**src/rtl/conv_scan_ctrl.sv**
```systemverilog
// Scan sequencer for a 3x3 column-accumulating convolution datapath: fetches
// vertical 3-pixel columns from a synchronous-read RAM and hands results downstream.
module conv_scan_ctrl #(
    parameter int IMG_W  = 28,
    parameter int IMG_H  = 28,
    parameter int ADDR_W = 10
) (
    input  logic              clk,
    input  logic              rst,
    input  logic              start,
    output logic              busy,
    output logic              done,
    output logic [ADDR_W-1:0] mem_addr,
    output logic              mem_rd,
    input  logic [7:0]        mem_rdata,
    output logic [23:0]       pix,
    output logic [6:0]        count_i,
    output logic [6:0]        count_j,
    input  logic [11:0]       conv_pix,
    output logic              out_valid,
    input  logic              out_ready,
    output logic [11:0]       out_data,
    output logic [6:0]        out_row,
    output logic [6:0]        out_col
);

    typedef enum logic [3:0] {
        S_IDLE,
        S_F0,
        S_F1,
        S_F2,
        S_F3,
        S_H0,
        S_H1,
        S_OUT,
        S_DONE
    } state_t;

    localparam logic [6:0] SENTINEL = 7'h7F;
    localparam logic [6:0] LAST_COL = 7'(IMG_W - 1);
    localparam logic [6:0] LAST_ROW = 7'(IMG_H - 3);

    state_t      state_reg, state_next;
    logic [6:0]  r_reg, r_next;
    logic [6:0]  c_reg, c_next;
    logic [15:0] stage_reg, stage_next;
    logic [23:0] pix_reg, pix_next;
    logic [6:0]  count_i_reg, count_i_next;
    logic [6:0]  count_j_reg, count_j_next;
    logic [6:0]  out_row_reg, out_row_next;
    logic [6:0]  out_col_reg, out_col_next;

    state_t      adv_state;
    logic [6:0]  adv_r;
    logic [6:0]  adv_c;
    logic [1:0]  row_off;
    logic [6:0]  rd_row;
    logic        rd_en;

    always_ff @(posedge clk) begin
        if (!rst) begin
            state_reg   <= S_IDLE;
            r_reg       <= '0;
            c_reg       <= '0;
            stage_reg   <= '0;
            pix_reg     <= '0;
            count_i_reg <= SENTINEL;
            count_j_reg <= SENTINEL;
            out_row_reg <= '0;
            out_col_reg <= '0;
        end else begin
            state_reg   <= state_next;
            r_reg       <= r_next;
            c_reg       <= c_next;
            stage_reg   <= stage_next;
            pix_reg     <= pix_next;
            count_i_reg <= count_i_next;
            count_j_reg <= count_j_next;
            out_row_reg <= out_row_next;
            out_col_reg <= out_col_next;
        end
    end

    // Where the scan goes after a column is finished (discarded or accepted).
    always_comb begin
        adv_state = S_F0;
        adv_r     = r_reg;
        adv_c     = c_reg + 7'd1;
        if (c_reg == LAST_COL) begin
            adv_c = 7'd0;
            if (r_reg == LAST_ROW) begin
                adv_state = S_DONE;
            end else begin
                adv_r = r_reg + 7'd1;
            end
        end
    end

    always_comb begin
        state_next   = state_reg;
        r_next       = r_reg;
        c_next       = c_reg;
        stage_next   = stage_reg;
        pix_next     = pix_reg;
        count_i_next = count_i_reg;
        count_j_next = count_j_reg;
        out_row_next = out_row_reg;
        out_col_next = out_col_reg;
        rd_en        = 1'b0;
        row_off      = 2'd0;
        out_valid    = 1'b0;

        case (state_reg)
            S_IDLE: begin
                if (start) begin
                    r_next     = 7'd0;
                    c_next     = 7'd0;
                    state_next = S_F0;
                end
            end
            S_F0: begin
                rd_en      = 1'b1;
                state_next = S_F1;
            end
            S_F1: begin
                rd_en            = 1'b1;
                row_off          = 2'd1;
                stage_next[7:0]  = mem_rdata;
                state_next       = S_F2;
            end
            S_F2: begin
                rd_en            = 1'b1;
                row_off          = 2'd2;
                stage_next[15:8] = mem_rdata;
                state_next       = S_F3;
            end
            S_F3: begin
                // Column and its indices change on the same edge so the
                // datapath never sees a new index paired with stale pixels.
                pix_next     = {mem_rdata, stage_reg};
                count_i_next = r_reg;
                count_j_next = c_reg;
                state_next   = S_H0;
            end
            S_H0: state_next = S_H1;
            S_H1: begin
                if (c_reg >= 7'd2) begin
                    out_row_next = r_reg;
                    out_col_next = c_reg - 7'd2;
                    state_next   = S_OUT;
                end else begin
                    r_next     = adv_r;
                    c_next     = adv_c;
                    state_next = adv_state;
                end
            end
            S_OUT: begin
                out_valid = 1'b1;
                if (out_ready) begin
                    r_next     = adv_r;
                    c_next     = adv_c;
                    state_next = adv_state;
                end
            end
            S_DONE: begin
                // Parking on the sentinel guarantees the next frame's (0,0) is a change.
                count_i_next = SENTINEL;
                count_j_next = SENTINEL;
                state_next   = S_IDLE;
            end
            default: state_next = S_IDLE;
        endcase
    end

    assign rd_row   = r_reg + {5'd0, row_off};
    assign mem_rd   = rd_en;
    assign mem_addr = rd_en ? (ADDR_W'(rd_row) * ADDR_W'(IMG_W) + ADDR_W'(c_reg)) : '0;
    assign busy     = (state_reg != S_IDLE) && (state_reg != S_DONE);
    assign done     = (state_reg == S_DONE);
    assign pix      = pix_reg;
    assign count_i  = count_i_reg;
    assign count_j  = count_j_reg;
    assign out_data = conv_pix;
    assign out_row  = out_row_reg;
    assign out_col  = out_col_reg;

endmodule

```
**config.mk**
```make
export PLATFORM = sky130hd
export DESIGN_NAME = conv_scan_ctrl
export DESIGN_NICKNAME = d
export VERILOG_FILES = /design/src/rtl/conv_scan_ctrl.sv
export SDC_FILE = /design/constraint.sdc
export NUM_CORES = 1
export LEC_CHECK = 0
export CAP_MARGIN = 10
export CORE_ASPECT_RATIO = 1.25
export CORE_UTILIZATION = 60
export DETAILED_ROUTE_END_ITERATION = 7
export DONT_BUFFER_PORTS = 1
export PLACE_DENSITY = 0.76
export SETUP_SLACK_MARGIN = 0.4
export SLEW_MARGIN = 20
export SYNTH_ARGS = -nofsm -noshare
export SYNTH_HDL_FRONTEND = slang
export SYNTH_SLANG_ARGS = --single-unit
```
**constraint.sdc**
```tcl
create_clock -name clk -period 11.3 [get_ports clk]
set_clock_uncertainty 0.05 [all_clocks]
set_input_delay 1.695 -clock clk [delete_from_list [all_inputs] [get_ports clk]]
set_output_delay 1.695 -clock clk [all_outputs]
set_load 0.1 [all_outputs]
```
==> results of run 1 <==
-- power breakdown --
part	internal [mW]	switching (mW)	total (mW)
Combinational	0.0223	0.0613	0.0836
Sequential	0.310	0.0303	0.340
Clock	0.0934	0.115	0.208
Total	0.426	0.207	0.632
-- cells in the mapped netlist (3+ instances only) --
| master | number |
|---|---|
| a31oi_1 | 4 |
| clkbuf_1 | 23 |
| nor3_1 | 7 |
| ha_1 | 22 |
| nand2_1 | 122 |
| nand4_1 | 6 |
| inv_1 | 16 |
| buf_4 | 13 |
| mux2i_1 | 10 |
| nor2_1 | 37 |
| a21o_1 | 5 |
| nand3b_1 | 3 |
| o211ai_1 | 9 |
| nand2b_1 | 3 |
| xor2_1 | 8 |
| o21ai_0 | 10 |
| nor2b_1 | 5 |
| xnor2_1 | 9 |
| o32ai_1 | 3 |
| a21oi_1 | 53 |
| or3_1 | 6 |
| o22ai_1 | 3 |
| or4_1 | 5 |
| a211oi_1 | 8 |
| fa_1 | 6 |
| dfxtp_1 | 86 |
| nand3_1 | 17 |
| clkinv_1 | 3 |
-- final cells by class --
cell class / instances / area share
well taps: 90 / 0.02438
clock buffers: 11 / 0.03278
inverters: 19 / 0.01544
flip-flops and latches: 86 / 0.3728
clock inverters: 5 / 0.008670
multi-input cells: 391 / 0.5205
repair buffers: 8 / 0.02547
-- worst max-delay path, stage by stage, from the launching register on --
cell and delay [ns]:
dfxtp_1 0.67, nand3b_1 0.37, clkinv_1 0.29, ha_1 0.30, fa_1 0.43, xor2_1 0.45
fa_1 0.51, ha_1 0.22, fa_1 0.45, ha_1 0.32, o21ai_0 0.11, o21ai_0 0.16
a21oi_1 0.12, or4_1 0.47, nand2_1 0.67
-- how the worst max path moves through the flow --
stage	endpoint	slack (ns)	cells past startpoint
floorplan	mem_addr[6]	3.59	13
global placement	mem_addr[9]	4.20	14
detailed placement	mem_addr[9]	4.09	14
CTS	mem_addr[9]	3.67	14
global route	mem_addr[9]	3.33	14
finish	mem_addr[9]	3.66	14
-- metal layers --
metal,wire length (µm),GRT usage
met5,0,0
met4,251,0.1011
met3,796,0.08169
met2,5257,0.4960
met1,3872,0.3021
-- cell usage in the layout, fill, tap and decap left out, types with 8 or more instances in the layout --
cell type,Yosys,routed
ha_1,22,22
xor2_1,8,8
nand3_1,17,17
a211oi_1,8,8
inv_1,16,16
xnor2_1,9,9
o21ai_0,10,10
clkbuf_8,0,11
dfxtp_1,86,86
nand2_1,122,122
mux2i_1,10,9
a21oi_1,53,53
nor2_1,37,31
o211ai_1,9,9
-- per-stage QoR --
step | power, mW | worst slack, ns | cells | instance area, µm²
finish | 0.6321 | 3.661 | 610 | 4618
floorplan | 0.4296 | 3.590 | 534 | 4340
global placement | 0.4291 | 4.204 | 594 | 4427
CTS | 0.6335 | 3.674 | 610 | 4618
global route | 0.6550 | 3.334 | 610 | 4618
detailed placement | 0.4309 | 4.086 | 594 | 4427
-- cells by family after synthesis --
logic type / count (synthesis)
xor gates and xnor gates: 17
DFF: 86
and+or+nand+nor: 224
buffers and inverters: 57
AOI/OAI and AO/OA: 111
muxes: 11
adders and majority gates: 28
==> results.toml, run 1 <==
[die]
io_pins = 102
rows = 34
die_h_um = 97.09
die_w_um = 78.08
core_um2 = 6977
start_util = 0.6221
die-area_um2 = 7580

[yosys]
synthMuxAreaShare = 0.02566
synth_top_cell_area_share = 0.3967
yosysTopAreaCell = "dfxtp_1"
synth_top_family_by_area = "simple AND/OR/NAND/NOR gates"
syn_area_per_cell_um2 = 8.128
syn-cell-area_um2 = 4340
synthesis.nets = 586
synthesis.instances = 534
synth.distinct_cells = 54
synthXorXnorAreaFrac = 0.03430
synthSimpleGateAreaFrac = 0.2332
synth_edf_count = 0
synthAdderAreaFrac = 0.09109
ys_ff_latch = 86
synth_warnings = 0
synth_area_leaders = "dfxtp_1 (40%), nand2_1 (11%), ha_1 (6.3%), a21oi_1 (6.1%), nor2_1 (3.2%)"
ys.flop_type = "dfxtp_1"
ys_async_sr_fraction = 0
synth_compound_area_frac = 0.1580
synth-seq-area-share = 0.3967

[routing]
num_vias = 3669
drcViolationCount = 0
via_per_inst = 6.015
routed_wl_mm = 10.18
routedWlPerCell_um = 16.68
drt-initial-drc-count = 105
postRouteAntennaNets = 0
first_pass_iters = 6

[layout]
final_nets = 567
area_growth_pct = 6.400
largest_reg_flops = 24
final_core_util = 0.6619
drive_gt1_frac = 0.08077
final-seq-area_um2 = 1722
diodes = 0
num-fill-cells = 613
multiInputGateArea_um2 = 2404

[sta]
hold_viol = 0
fin_setup_tns_ns = 0
finalCritPeriodShare = 0.6760
min_period_ns = 7.639
setup_viol = 0
slew_headroom = 0.2441
rsz0062_at_grt = "false"
holdWs_ns = 0.4126
drv_slew = 0
worstMarginPinSlew_ns = 1.133
achievable-frequency_mhz = 130.9

[critical_path]
timing.rr.start = "state_reg[0]"
crit_arrival_ns = 5.89
crit_path_start = "state_reg[0]"
timing.rr.end = "count_i[1]"
worstSetupEndpointType = "output pin"
startpoint_type = "register"
required_ns = 9.56
reg2reg_depth = 4
cp_max_fo = 16
rrSetupSlack_ns = 8.00
critical_path_class = "register to output pin"

[pwr]
p_leak_nw = 1.783
p_per_area_nw_per_um2 = 136.9
ir_worst_vdd_v = 0.00007335

[placement]
place_congestion = 0.9105
place_hpwl_mm = 7.408
io_buffers = 0

[hold_path]
hold_depth = 2
min_from = "stage_reg[2]"
hold_class = "register to register"
hold_end = "pix[2]"

[clocking]
htreeDepth = 3
path_clk_slew_ns = 0.08
cts_resized = 0
tritoncts = "done"
insertion_delay_ns = 0.37
cts_buffer_depth = 2
postCtsSetupBuffers = 0
root_buffer = "clkbuf_8"
cts.sinks = 86
numCtsBuffers = 9
hold_buffers = 0

[global_route]
antenna_found_initial = 0
grt_util_all_layers = 0.2763
grt_pass1_vias = 3438
grt_max_degree = 64
grt_overflow = 0
grt_pass1_wl_mm = 16.55

[status]
outcome = "finished, final reports clean"

[run]
drv_cap = 0
(Power assumes the default switching activity.)
==> run 2, diff against run 1 <==
--- a/config.mk
+++ b/config.mk
@@ -7,10 +7,10 @@
 export LEC_CHECK = 0
 export CAP_MARGIN = 10
 export CORE_ASPECT_RATIO = 1.25
-export CORE_UTILIZATION = 60
+export CORE_UTILIZATION = 57
 export DETAILED_ROUTE_END_ITERATION = 7
 export DONT_BUFFER_PORTS = 1
-export PLACE_DENSITY = 0.76
+export PLACE_DENSITY = 0.75
 export SETUP_SLACK_MARGIN = 0.4
 export SLEW_MARGIN = 20
 export SYNTH_ARGS = -nofsm -noshare
==> constraint.sdc (replaced) <==
create_clock -name clk -period 6.7 [get_ports clk]
set_clock_uncertainty 0.05 [all_clocks]
set_input_delay 1.005 -clock clk [delete_from_list [all_inputs] [get_ports clk]]
set_output_delay 1.005 -clock clk [all_outputs]
set_load 0.1 [all_outputs]
==> run 2 against run 1 <==
Against the previous run: die area up 5.1%; via count down 0.57%; sequential power up 68%; setup slack worse by 3.0 ns; global-route usage down 0.41 points; clock power up 83%; clock-buffer cell count up 1; utilization down 2.8 points; flip-flop and latch count unchanged; critical path type unchanged; highest routed layer unchanged.
==> results.toml, run 2 (synthesis gave the netlist of run 1 again) <==
[layout]
final_cell_mix = "nand2_1 (122), dfxtp_1 (84), a21oi_1 (53)"
multiInputGateArea_um2 = 2446
largest_reg_flops = 24
stdcell_area_um2 = 4666
drive_gt1_frac = 0.09905
area_growth_pct = 7.495
final-seq-area_um2 = 1724
final_core_util = 0.6342
num-fill-cells = 632
final_cells = 617
final_nets = 572
layout_commonest_cell = "nand2_1"
diodes = 0

[global_route]
grt_max_degree = 63
grt_util_all_layers = 0.2722
grt_pass1_wl_mm = 16.70
grt_overflow = 0
antenna_found_initial = 0
grt_pass1_vias = 3619

[sta]
min_period_ns = 6.045
worstMarginPinSlew_ns = 1.122
finalCritPeriodShare = 0.9022
setup_viol = 0
fin_setup_tns_ns = 0
holdWs_ns = 0.4052
drv_slew = 0
rsz0062_at_grt = "false"
hold_viol = 0
achievable-frequency_mhz = 165.4
slew_headroom = 0.2510
fin_ws_ns = 0.6554

[hold_path]
hold_depth = 2
hold_class = "register to register"

[critical_path]
crit_chain = "nor2_1, nand3b_1, clkinv_2, ha_1, fa_1, xor2_4, fa_1, ha_1, fa_1, ha_1, o21ai_0, o21ai_0, a21oi_1, or4_1, nand2_1, buf_4"
cp_max_fo = 9
reg2reg_depth = 5
critical_path_class = "register to output pin"
max_stage_delay_ns = 0.49
worstSetupEndpointType = "output pin"
crit_slowest_cell = "fa_1"
required_ns = 5.64
crit_arrival_ns = 4.99
startpoint_type = "register"

[clocking]
tritoncts = "done"
insertion_delay_ns = 0.36
path_clk_slew_ns = 0.09
cts.sinks = 86
htreeDepth = 3
numCtsBuffers = 9
hold_buffers = 0
cts_buffer_depth = 2
root_buffer = "clkbuf_8"

[pwr]
pwr-share-comb = 0.133
seqPwrFrac = 0.520
intPower_uw = 753.6
p_sw_uw = 343.6
p_per_area_nw_per_um2 = 235.2
power_frac_clock = 0.347
p_leak_nw = 1.807
p_total_mw = 1.097
p_sw_frac = 0.3131
ir_worst_vdd_v = 0.0002373

[routing]
routed_wl_mm = 10.29
num_vias = 3648
routedWlPerCell_um = 16.68
first_pass_iters = 5
drt-initial-drc-count = 173
postRouteAntennaNets = 0
via_per_inst = 5.912
drcViolationCount = 0

[die]
die-area_um2 = 7970
die_w_um = 80.05
io_pins = 102
rows = 35
die_h_um = 99.57
core_um2 = 7357
start_util = 0.5900

[placement]
place_area_um2 = 4420
io_buffers = 0
place_hpwl_mm = 7.448
dp_cells = 600
place_ws_ns = 0.4809
place_congestion = 0.8501

[run]
drv_cap = 0

[status]
outcome = "finished, final reports clean"
[run 2: cell types whose count changed in the layout (fill, tap and decap cells not counted), moves of 2 or more]
cell      delta
buf_4        +8
nor3_2       -3
nor3_4       +3
buf_16       -2
clkinv_1     -2
clkinv_2     +2
dfxtp_1      -2
dfxtp_2      +2
[run 2: critical path: cells and delay by family (launching register included)]
kind / cells / cell delay [ns]
compound gates: 3 / 0.43
fa+ha+maj: 6 / 2.17
simple gates: 4 / 0.85
buf+inv: 2 / 0.43
flops: 1 / 0.47
xor+xnor: 1 / 0.25
[run 2: power groups by stage]
stage	clock [mW]	sequential [mW]	combinational [mW]
floorplan	0	0.578	0.148
global placement	0	0.582	0.141
detailed placement	0	0.582	0.144
CTS	0.382	0.570	0.146
global route	0.408	0.573	0.159
finish	0.380	0.571	0.146
[run 2: final timing paths]
kind	startpoint	to	slack (ns)
worst min-delay path	stage_reg[11]	pix[11]	0.41
worst max-delay path	state_reg[3]	mem_addr[9]	0.66
worst min register to register	stage_reg[11]	pix[11]	0.41
worst max register to register	state_reg[0]	count_i[1]	3.48
[run 2: what timing repair did]
action                     in CTS  in global routing
buffers inserted                1                  0
gates resized for setup         3                  5
setup endpoints to repair       3                  2
[run 2: final cells by class]
cell class                 count  area share
multi-input combinational    391      0.5243
sequential                    86      0.3695
inverter                      19     0.01582
clock inverter                 4     0.01153
timing repair buffer          13     0.02092
tap                           92     0.02467
clock buffer                  12     0.03325
[run 2: layer usage]
| layer | global-route usage | vias up | routed length, µm |
|---|---|---|---|
| met1 | 0.2984 | 1703 | 3946 |
| li1 | - | 1794 | - |
| met4 | 0.1607 | 0 | 396 |
| met2 | 0.4602 | 121 | 5222 |
| met3 | 0.07982 | 30 | 729 |
| met5 | 0 | - | 0 |
==> run 3, diff against run 2 <==
--- a/config.mk
+++ b/config.mk
@@ -10,6 +10,7 @@
 export CORE_UTILIZATION = 57
 export DETAILED_ROUTE_END_ITERATION = 7
 export DONT_BUFFER_PORTS = 1
+export MAX_ROUTING_LAYER = met4
 export PLACE_DENSITY = 0.75
 export SETUP_SLACK_MARGIN = 0.4
 export SLEW_MARGIN = 20
==> run 3 against run 2 <==
Against the previous run: sequential power barely moved; final cell count stayed put; hold slack worse by 0.0021 ns; global-route usage grew 0.84 points; largest power group unchanged; setup slack worse by 0.016 ns; wire length is 0.56% higher; combinational power is essentially flat; design area did not move; total power is essentially flat; critical path depth is the same; register-to-register slack barely moved; via count is 0.33% higher.
==> results.toml, run 3 (synthesis gave the netlist of run 1 again) <==
[routing]
drt-initial-drc-count = 185
via_per_inst = 5.932
first_pass_iters = 5
drcViolationCount = 0
routedWlPerCell_um = 16.78
postRouteAntennaNets = 0
routed_wl_mm = 10.35
num_vias = 3660

[die]
io_pins = 102
die-area_um2 = 7970
start_util = 0.5900
die_w_um = 80.05
die_h_um = 99.57
core_um2 = 7357
rows = 35

[pwr]
p_leak_nw = 1.807
seqPwrFrac = 0.520
pwr-share-comb = 0.133
power_frac_clock = 0.346
p_total_mw = 1.097
intPower_uw = 753.6
p_per_area_nw_per_um2 = 235.2
p_sw_uw = 343.5
ir_worst_vdd_v = 0.0002362
p_sw_frac = 0.3131

[layout]
final_cell_mix = "nand2_1 (122), dfxtp_1 (84), a21oi_1 (53)"
final_nets = 572
area_growth_pct = 7.495
drive_gt1_frac = 0.09905
diodes = 0
layout_commonest_cell = "nand2_1"
largest_reg_flops = 24
final_cells = 617

[clocking]
cts.sinks = 86
tritoncts = "done"
numCtsBuffers = 9
cts_buffer_depth = 2
path_clk_slew_ns = 0.09
insertion_delay_ns = 0.36
root_buffer = "clkbuf_8"
hold_buffers = 0
htreeDepth = 3

[sta]
finalCritPeriodShare = 0.9046
achievable-frequency_mhz = 165.0
drv_slew = 0
min_period_ns = 6.061
worstMarginPinSlew_ns = 1.122
hold_viol = 0
fin_setup_tns_ns = 0
rsz0062_at_grt = "false"
slew_headroom = 0.2515
setup_viol = 0

[hold_path]
hold_end = "pix[11]"
hold_depth = 2
min_from = "stage_reg[11]"
hold_class = "register to register"

[global_route]
grt_overflow = 0
grt_util_all_layers = 0.2806
antenna_found_initial = 0
grt_pass1_wl_mm = 16.72
grt_max_degree = 63
grt_pass1_vias = 3627

[placement]
place_hpwl_mm = 7.448
place_congestion = 0.8636
io_buffers = 0
dp_cells = 600

[critical_path]
timing.rr.end = "count_i[1]"
reg2reg_depth = 5
worstSetupEndpointType = "output pin"
crit_slowest_cell = "fa_1"
crit_arrival_ns = 5.01
required_ns = 5.64
critical_path_class = "register to output pin"
startpoint_type = "register"
rrSetupSlack_ns = 3.48
cp_max_fo = 9
max_stage_delay_ns = 0.49
crit_chain = "nor2_1, nand3b_1, clkinv_2, ha_1, fa_1, xor2_4, fa_1, ha_1, fa_1, ha_1, o21ai_0, o21ai_0, a21oi_1, or4_1, nand2_1, buf_4"
timing.rr.start = "state_reg[0]"

[run]
drv_cap = 0

[status]
outcome = "finished, final reports clean"
==> run 3: how the worst max path moves through the flow <==
stage | start | end | cells past startpoint
after floorplan | state_reg[0] | mem_addr[8] | 14
after global placement | state_reg[2] | mem_addr[9] | 16
after detailed placement | state_reg[2] | mem_addr[9] | 16
after CTS | state_reg[2] | mem_addr[9] | 15
after global routing | state_reg[3] | mem_addr[9] | 16
final | state_reg[3] | mem_addr[9] | 16
==> run 3: critical path: cells and delay by family (launching register included) <==
family	cells	cell delay, ns
simple gates	4	0.87
compound gates	3	0.43
flops	1	0.47
fa+ha+maj	6	2.18
buf+inv	2	0.44
xor+xnor	1	0.25
==> run 3: repair_timing <==
| action | 4_1_cts | 5_1_grt |
|---|---|---|
| setup endpoints to repair | 3 | 2 |
| resized for setup | 3 | 5 |
| gates cloned | 0 | 0 |
| buffers inserted | 1 | 0 |
| pin swaps | 0 | 0 |
==> run 3: routing by layer <==
metal  vias up  GRT usage  part of all wire
met3        33    0.07615             0.076
met4         0     0.1593             0.039
li1       1788          -                 -
met1      1696     0.3007              0.38
met5         -          -                 0
met2       143     0.4622              0.51
==> run 3: power groups by stage <==
stage | registers, mW | clock network, mW | logic, mW
2_1_floorplan | 0.578 | 0 | 0.148
5_1_grt | 0.573 | 0.408 | 0.159
3_5_place_dp | 0.582 | 0 | 0.144
6_report | 0.571 | 0.380 | 0.146
3_3_place_gp | 0.582 | 0 | 0.141
4_1_cts | 0.570 | 0.382 | 0.146
==> run 3: layout make-up <==
type | instances | area, µm²
fillers | 632 | 2691
clock inverters | 4 | 53.80
inverters | 19 | 73.82
repair buffers | 13 | 97.59
well taps | 92 | 115.1
multi-input cells | 391 | 2446
clock buffers | 12 | 155.1
flip-flops and latches | 86 | 1724
==> run 3: stage by stage <==
stage / utilization / hold WS (ns) / setup WS, ns / cell area (µm²)
final: 0.6342 / 0.4031 / 0.6394 / 4666
after detailed placement: 0.6009 / 0.3971 / 0.4809 / 4420
after CTS: 0.6316 / 0.4094 / 0.4827 / 4647
after global routing: 0.6342 / 0.4287 / 0.4137 / 4666
after floorplan: - / 0.3822 / 0.4705 / 4362
after global placement: 0.6009 / 0.3943 / 0.6527 / 4420
